--- src/rtl/param_fifo_if.sv ---
// param_fifo_if: write/read handshake, data and status bundle between a FIFO and its user
interface param_fifo_if #(
  parameter int DSIZE = 8,
  parameter int ASIZE = 4
);
  logic [DSIZE-1:0] wdata;
  logic             winc;
  logic             rinc;
  logic             flush;
  logic             clr_err;
  logic [DSIZE-1:0] rdata;
  logic             full;
  logic             empty;
  logic             almost_full;
  logic             almost_empty;
  logic [ASIZE:0]   count;
  logic             overflow;
  logic             underflow;
  modport master (
    output wdata, winc, rinc, flush, clr_err,
    input  rdata, full, empty, almost_full, almost_empty, count, overflow, underflow
  );
  modport slave (
    input  wdata, winc, rinc, flush, clr_err,
    output rdata, full, empty, almost_full, almost_empty, count, overflow, underflow
  );
endinterface

--- src/rtl/param_fifo.sv ---
// param_fifo: single-clock FIFO with first-word fall-through read, level flags and sticky errors
module param_fifo #(
  parameter int DSIZE    = 8,
  parameter int ASIZE    = 4,
  parameter int AF_LEVEL = 14,
  parameter int AE_LEVEL = 2
) (
  input logic         clk,
  input logic         rst,
  param_fifo_if.slave bus
);
  localparam int             DEPTH = 1 << ASIZE;
  localparam logic [ASIZE:0] AF    = (ASIZE+1)'(AF_LEVEL);
  localparam logic [ASIZE:0] AE    = (ASIZE+1)'(AE_LEVEL);
  logic [DSIZE-1:0] mem [DEPTH];
  logic [ASIZE:0]   wptr, rptr, cnt;
  logic             ovf, udf, full, empty, do_wr, do_rd;
  assign full  = (wptr ^ rptr) == {1'b1, {ASIZE{1'b0}}};
  assign empty = wptr == rptr;
  // a pop in the same cycle frees the slot, so a full FIFO still takes the write
  assign do_wr = bus.winc && (!full || bus.rinc);
  assign do_rd = bus.rinc && !empty;
  always_ff @(posedge clk)
    if (!rst && !bus.flush && do_wr) mem[wptr[ASIZE-1:0]] <= bus.wdata;
  always_ff @(posedge clk)
    if (rst || bus.flush) begin
      wptr <= '0;
      rptr <= '0;
      cnt  <= '0;
      ovf  <= 1'b0;
      udf  <= 1'b0;
    end else begin
      if (do_wr) wptr <= wptr + 1'b1;
      if (do_rd) rptr <= rptr + 1'b1;
      cnt <= (do_wr && !do_rd) ? cnt + 1'b1 : (do_rd && !do_wr) ? cnt - 1'b1 : cnt;
      ovf <= (ovf && !bus.clr_err) || (bus.winc && !do_wr);
      udf <= (udf && !bus.clr_err) || (bus.rinc && empty);
    end
  assign bus.rdata        = empty ? '0 : mem[rptr[ASIZE-1:0]];
  assign bus.full         = full;
  assign bus.empty        = empty;
  assign bus.count        = cnt;
  assign bus.almost_full  = cnt >= AF;
  assign bus.almost_empty = cnt <= AE;
  assign bus.overflow     = ovf;
  assign bus.underflow    = udf;
endmodule

--- src/flat_wrapper.sv ---
// flat-port wrapper written by rule: the top's interface ports become plain ports
module param_fifo_flat 
#(
  parameter int DSIZE    = 8,
  parameter int ASIZE    = 4,
  parameter int AF_LEVEL = 14,
  parameter int AE_LEVEL = 2
)
  (clk, rst, bus_wdata, bus_winc, bus_rinc, bus_flush, bus_clr_err, bus_rdata, bus_full, bus_empty, bus_almost_full, bus_almost_empty, bus_count, bus_overflow, bus_underflow);
  param_fifo_if #(.DSIZE(DSIZE), .ASIZE(ASIZE)) bus_i ();
  input logic clk;
  input logic rst;
  input wire logic [$bits(bus_i.wdata)-1:0] bus_wdata;
  input wire logic [$bits(bus_i.winc)-1:0] bus_winc;
  input wire logic [$bits(bus_i.rinc)-1:0] bus_rinc;
  input wire logic [$bits(bus_i.flush)-1:0] bus_flush;
  input wire logic [$bits(bus_i.clr_err)-1:0] bus_clr_err;
  output wire logic [$bits(bus_i.rdata)-1:0] bus_rdata;
  output wire logic [$bits(bus_i.full)-1:0] bus_full;
  output wire logic [$bits(bus_i.empty)-1:0] bus_empty;
  output wire logic [$bits(bus_i.almost_full)-1:0] bus_almost_full;
  output wire logic [$bits(bus_i.almost_empty)-1:0] bus_almost_empty;
  output wire logic [$bits(bus_i.count)-1:0] bus_count;
  output wire logic [$bits(bus_i.overflow)-1:0] bus_overflow;
  output wire logic [$bits(bus_i.underflow)-1:0] bus_underflow;
  assign bus_i.wdata = bus_wdata;
  assign bus_i.winc = bus_winc;
  assign bus_i.rinc = bus_rinc;
  assign bus_i.flush = bus_flush;
  assign bus_i.clr_err = bus_clr_err;
  assign bus_rdata = bus_i.rdata;
  assign bus_full = bus_i.full;
  assign bus_empty = bus_i.empty;
  assign bus_almost_full = bus_i.almost_full;
  assign bus_almost_empty = bus_i.almost_empty;
  assign bus_count = bus_i.count;
  assign bus_overflow = bus_i.overflow;
  assign bus_underflow = bus_i.underflow;
  param_fifo #(.DSIZE(DSIZE), .ASIZE(ASIZE), .AF_LEVEL(AF_LEVEL), .AE_LEVEL(AE_LEVEL)) u_core (.clk(clk), .rst(rst), .bus(bus_i));
endmodule
--- config.mk ---
export PLATFORM = sky130hd
export DESIGN_NAME = param_fifo_flat
export DESIGN_NICKNAME = d
export VERILOG_FILES = /design/src/rtl/param_fifo_if.sv /design/src/rtl/param_fifo.sv /design/src/flat_wrapper.sv
export SDC_FILE = /design/constraint.sdc
export NUM_CORES = 1
export LEC_CHECK = 0
export CAP_MARGIN = 5
export CELL_PAD_IN_SITES_DETAIL_PLACEMENT = 1
export CELL_PAD_IN_SITES_GLOBAL_PLACEMENT = 1
export CORE_UTILIZATION = 50
export DETAILED_ROUTE_END_ITERATION = 16
export PLACE_DENSITY = 0.74
export SYNTH_ARGS = -nofsm -noshare
export SYNTH_HDL_FRONTEND = slang
export SYNTH_SLANG_ARGS = --single-unit
--- constraint.sdc ---
create_clock -name clk -period 4.03 [get_ports clk]
set_input_delay 1.209 -clock clk [delete_from_list [all_inputs] [get_ports clk]]
set_output_delay 1.209 -clock clk [all_outputs]
set_load 0.01 [all_outputs]
# Word level (Yosys, flattened, before mapping)

Memory sizes are Yosys's and may differ from the RTL's. A register that Yosys moved wholly into a read port is not among the register bits.
Index checks and enable logic that the tools add are counted.

Register bits after elaboration: 17
Bits in writable memories: 128
Output and inout bits: 19
Logic and storage cells: 44
Memories: 1

Equal/unequal tests: 2
Bitwise gates (word level): 1
Mux-type cells: 7
Add/subtract/negate cells: 4
$lt $le $gt $ge: 2
Reductions and logical operators: 22

Memory list:

| memory     | words | width | read ports | clocked after Yosys merged registers in | wr ports | RTL line         | RTL |
|---|---|---|---|---|---|---|---|
| u_core.mem | 16    | 8     | 1          | 1                                       | 1        | param_fifo.sv:15 | `logic [DSIZE-1:0] mem [DEPTH];` |

Operators by type and width:

| cell                                                              | count |
|---|---|
| adder 5 x 1 -> 5 bit, second input constant                       | 3 |
| logical AND 1 bit                                                 | 10 |
| two-way mux 5 bit                                                 | 2 |
| two-way mux 4 bit                                                 | 2 |
| two-way mux 8 bit                                                 | 1 |
| zero test 1 bit                                                   | 7 |
| == test 5 bit                                                     | 1 |
| == test 5 bit, second input constant                              | 1 |
| greater-or-equal comparator 5 x 4 -> 1 bit, second input constant | 1 |
| <= comparator 5 x 2 -> 1 bit, second input constant               | 1 |
| subtractor 5 x 1 -> 5 bit, second input constant                  | 1 |
| XOR 5 bit                                                         | 1 |
| logical OR 1 bit                                                  | 4 |
| two-way mux 1 bit                                                 | 2 |
| nonzero test 2 bit                                                | 1 |

# Depth between registers and ports, before layout

Depth after elaboration: 9
Mapped depth: 13
Gate-level depth less buffers: 12

# Worst setup path after synthesis

No wires, ideal clock.

Path type: in2reg
Start: input port bus_rinc
End: register u_core.cnt[4] (netlist: u_core.bus.count[4])
Arrival time: 3.344 ns
Stages: 11
Required time: 3.972 ns
Path slack: 0.628 ns
Path buffers: 1
Path through: nor2_1 a21boi_4 buf_6 ha_1 inv_1 ha_1 nor2b_1 o21a_1 or4_1 a211oi_1 a31o_2

Cells in the longest elaborated chain, start to end: 5

RTL lines:

| element                      | RTL line           | RTL |
|---|---|---|
| start, declared              | flat_wrapper.sv:15 | `input wire logic [$bits(bus_i.rinc)-1:0] bus_rinc;` |
| logical OR 1 bit (*)         | param_fifo.sv:21   | `assign do_wr = bus.winc && (!full \|\| bus.rinc);` |
| logical AND 1 bit (*)        | param_fifo.sv:21   |  |
| via u_core.do_wr             | param_fifo.sv:17   | `logic ovf, udf, full, empty, do_wr, do_rd;` |
| zero test 1 bit              | param_fifo.sv:35   | `cnt <= (do_wr && !do_rd) ? cnt + 1'b1 : (do_rd && !do_wr) ? cnt - 1'b1 : cnt;` |
| logical AND 1 bit            | param_fifo.sv:35   |  |
| nonzero test 2 bit (no line) | n/a                |  |
| end signal, assigned         | param_fifo.sv:35   |  |
| end, declared                | param_fifo.sv:16   | `logic [ASIZE:0] wptr, rptr, cnt;` |

Mark *: on every way through the listed nets, which the timed path passes. The rest lies on a longest branch.
A chain may end at the register's enable or synchronous reset.

==> metrics.log <==
[metrics] pin count of the biggest net entering global routing: 29
[metrics] crit share post-route: 95.3%
[metrics] total congestion overflow: 0
[metrics] arrival time of data at the critical path endpoint: 2.63 ns
[metrics] Num Clock Sinks: 149
[metrics] IR Drop Worst-Case VDD: 0.369 mV
[metrics] sequential fraction of design power: 48.9%
[metrics] average instance area after synthesis: 16.5 um2
[metrics] top_reg_cell synth: sky130_fd_sc_hd__edfxtp_1
[metrics] Worst Path Max Fanout: 28
[metrics] final number of setup-violating endpoints: 0
[metrics] final period demand of the worst path: 3.84 ns
[metrics] kind of launch point of the worst setup path: flop
[metrics] power density relative to cell area: 472 nW/um2
[metrics] overall fraction of global-route tracks in use: 22.5%
[metrics] worst skew pair latency: 0.42 ns
[metrics] Sw Share: 19.8%
[metrics] post-detailed-placement half-perimeter wirelength: 8.50 mm
[metrics] buffers from clock root to sink, at most: 2
[metrics] wire length of the first global-routing pass: 20.3 mm
[metrics] synth warn: 0
[metrics] number of nets still failing antenna checks after routing: 0
[metrics] final setup margin: 0.189 ns
[metrics] total CTS buffers: 17
[metrics] Synthesized Nets: 400
[metrics] cells traversed along the worst timing path: buf_12 -> mux4_2 -> mux2i_2 -> nor2_1 -> a31oi_1 -> nor2_1 -> clkdlybuf4s50_1
[metrics] Via-to-Cell Ratio: 5.71
[metrics] post-synthesis cell area: 6180 um2
[metrics] Async S/R FF share, synth: 0%
[metrics] Peak Freq: 260 MHz
[metrics] class of the most critical setup path: flop to output pin
[metrics] leakage dissipation: 2.45 nW
[metrics] post-CTS sizing: 1
[metrics] proportion of synthesized chip area in sequential cells: 68.9%
[metrics] ports placed on the boundary: 33
[metrics] worst-path cell with the longest stage delay: sky130_fd_sc_hd__mux4_2
[metrics] storage element area: 4270 um2
[metrics] Clock Skews: 0.00880 ns
[metrics] clock tree from TritonCTS: done
[metrics] number of global-route vias before repair: 3,570
[metrics] number of distinct library cells after synthesis: 39
[metrics] worst setup timing slack at the placement stage: 0.0220 ns
[metrics] quantity of I/O buffers inserted on ports: 32
[metrics] path type of the worst min-delay path: flop to flop
[metrics] Slew Limit Fails: 0
[metrics] RSZ-0062 raised after global routing: no
[metrics] Worst Max-Slew Pin Slew: 0.603 ns
[metrics] CP required: 2.82 ns
[metrics] Placeable Area: 12,000 um2
[metrics] DRT iter0 DRCs: 204
[metrics] final standard cell utilization of the core: 61.1%
[metrics] setup tns final: 0 ns
[metrics] top area cells in the synthesized netlist: sky130_fd_sc_hd__edfxtp_1 62%, sky130_fd_sc_hd__mux4_2 8.7%, sky130_fd_sc_hd__dfxtp_1 6.8%
[metrics] Worst Hold Slack: 0.502 ns
[metrics] H-Tree Depth: 4
[metrics] Slew Limit Headroom: 59.8%
[metrics] buffers inserted by post-CTS timing repair: 0
[metrics] area taken by multi-input logic gates: 1790 um2
[metrics] share of the synthesized area in the top cell type: 62.1%
[metrics] max-capacitance violation count: 0
[metrics] CTS clock-pin slew for the worst setup and hold paths: 0.06 ns
[metrics] final-stage net count: 448
[metrics] DRT Pass-1 Iters: 4
[metrics] portion of total power attributed to combinational logic: 4.4%
[metrics] Synth area leader: sky130_fd_sc_hd__edfxtp_1
[metrics] count of standard-cell rows: 40
[metrics] overall via count from detail_route: 3,331
[metrics] starting density of the core: 51.5%
[metrics] result of the run: completed
[metrics] clock root buffer master: sky130_fd_sc_hd__clkbuf_16
[metrics] Crit path top cell by count: sky130_fd_sc_hd__nor2_1
[metrics] Post-route DRC: 0
[metrics] Die Area: 12,800 um2
[metrics] antenna cells: 0
[metrics] internal portion of total power: 0.00278 W
[metrics] routed len/inst: 22.4 um
[metrics] flops & latches, synth: 149
[metrics] hold buffer count at CTS: 0
[metrics] chip width: 113 um
[metrics] slowest stage delay, CP: 0.53 ns
[metrics] Routability Congestion: 0.729
[metrics] clock power share: 46.8%
[metrics] initial antenna violation count: 0
[metrics] synthesis-to-finish area growth: 18.7%
[metrics] Detailed Route WL: 13.1 mm
[metrics] number of instances in the synthesized netlist: 375
[metrics] number of enable-type register cells in the synthesized netlist: 128
[metrics] share of cells above drive strength 1: 19.0%
[metrics] fillcell total: 1,114
[metrics] Sw Pwr: 0.000686 W
[metrics] Worst Setup End Kind: output pin
[metrics] Final Hold Vio Count: 0
[metrics] Vert. Die Dim: 113 um
==> layout by cell type (no fill, tap or decap), types with 7 or more instances in the layout <==
master / count
sky130_fd_sc_hd__edfxtp_1: 128
sky130_fd_sc_hd__nor2_1: 34
sky130_fd_sc_hd__clkdlybuf4s50_1: 32
sky130_fd_sc_hd__mux4_2: 24
sky130_fd_sc_hd__mux2i_1: 22
sky130_fd_sc_hd__dfxtp_1: 19
sky130_fd_sc_hd__clkbuf_16: 17
sky130_fd_sc_hd__a21oi_1: 14
sky130_fd_sc_hd__and3_1: 14
sky130_fd_sc_hd__buf_4: 13
sky130_fd_sc_hd__ha_1: 10
sky130_fd_sc_hd__inv_1: 8
sky130_fd_sc_hd__xor2_1: 8
sky130_fd_sc_hd__xnor2_1: 7
sky130_fd_sc_hd__o21ai_0: 7
==> per-stage QoR <==
| step | std cells | instance area [um2] | power, W |
|---|---|---|---|
| finish | 583 | 7340 | 0.00346 |
| global route | 583 | 7340 | 0.00355 |
| CTS | 583 | 7340 | 0.00349 |
| detailed placement | 551 | 6720 | 0.00188 |
| global placement | 551 | 6720 | 0.00187 |
| floorplan | 375 | 6180 | 0.00180 |
==> state kept, by name (all words and copies together) (netlist names), named ones only <==
register	flops
u_core.bus.count	5
u_core.bus.overflow	1
u_core.bus.underflow	1
u_core.mem	128
u_core.rptr	5
u_core.wptr	5
==> metal layers <==
metal,global-route usage (%),vias up,share of wire [%]
li1,-,1544,-
met1,27.1,1695,41
met2,39.4,80,53
met3,5.68,12,5.0
met4,8.16,0,1.2
met5,0,-,0
==> path summary, 6_finish.rpt <==
path | slack, ns | start | end | cells after the start
max | 0.19 | flop | bus_rdata[7] | 7
min reg2reg | 0.50 | u_core.bus.overflow | u_core.bus.overflow | 2
min | 0.50 | u_core.bus.overflow | u_core.bus.overflow | 2
max reg2reg | 0.86 | u_core.wptr[2] | u_core.bus.count[4] | 13
==> worst max-delay path, delay by kind of cell (launching register included) <==
| family | cells | cell delay, ns |
|---|---|---|
| multiplexers | 2 | 0.79 |
| AO/OA/AOI/OAI | 1 | 0.19 |
| AND/OR/NAND/NOR | 2 | 0.14 |
| buffers and inverters | 2 | 0.72 |
| flip-flops | 1 | 0.35 |
==> kinds of logic after synthesis <==
| logic type | synth area share (%) |
|---|---|
| buffers and inverters | 2.18 |
| multiplexers | 13.0 |
| adder cells (fa/ha/maj) | 2.35 |
| AO/OA/AOI/OAI | 4.63 |
| flip-flops | 68.9 |
| XOR/XNOR | 2.12 |
| AND/OR/NAND/NOR | 6.76 |
==> power by group through the flow <==
stage               registers, W   logic, W  clock network (W)
floorplan                0.00172  0.0000763                  0
global placement         0.00172   0.000144                  0
detailed placement       0.00172   0.000152                  0
CTS                      0.00169   0.000153            0.00164
global route             0.00169   0.000165            0.00169
finish                   0.00169   0.000151            0.00162
==> synthesized netlist by cell type, drive strengths merged, types with 4 or more instances <==
master	instances
nand3	4
nor2b	6
o21ai	7
nand2	5
and3	14
nand2b	5
inv	8
nor2	34
xor2	8
edfxtp	128
a21oi	14
dfxtp	21
mux2i	23
mux4	24
ha	10
or2	4
clkbuf	5
a31oi	5
a22oi	6
xnor2	7
buf	13
==> area by class of cell <==
class                           instances  share of cell area [%]
Timing Repair Buffer                   47                    6.24
Tap cell                              147                    2.51
Clock buffer                           17                    5.80
Sequential cell                       149                    58.1
Multi-Input combinational cell        200                    24.4
Inverter                                8                   0.409
Clock inverter                         15                    2.54
Note: power is estimated with default switching activity, not from simulation.
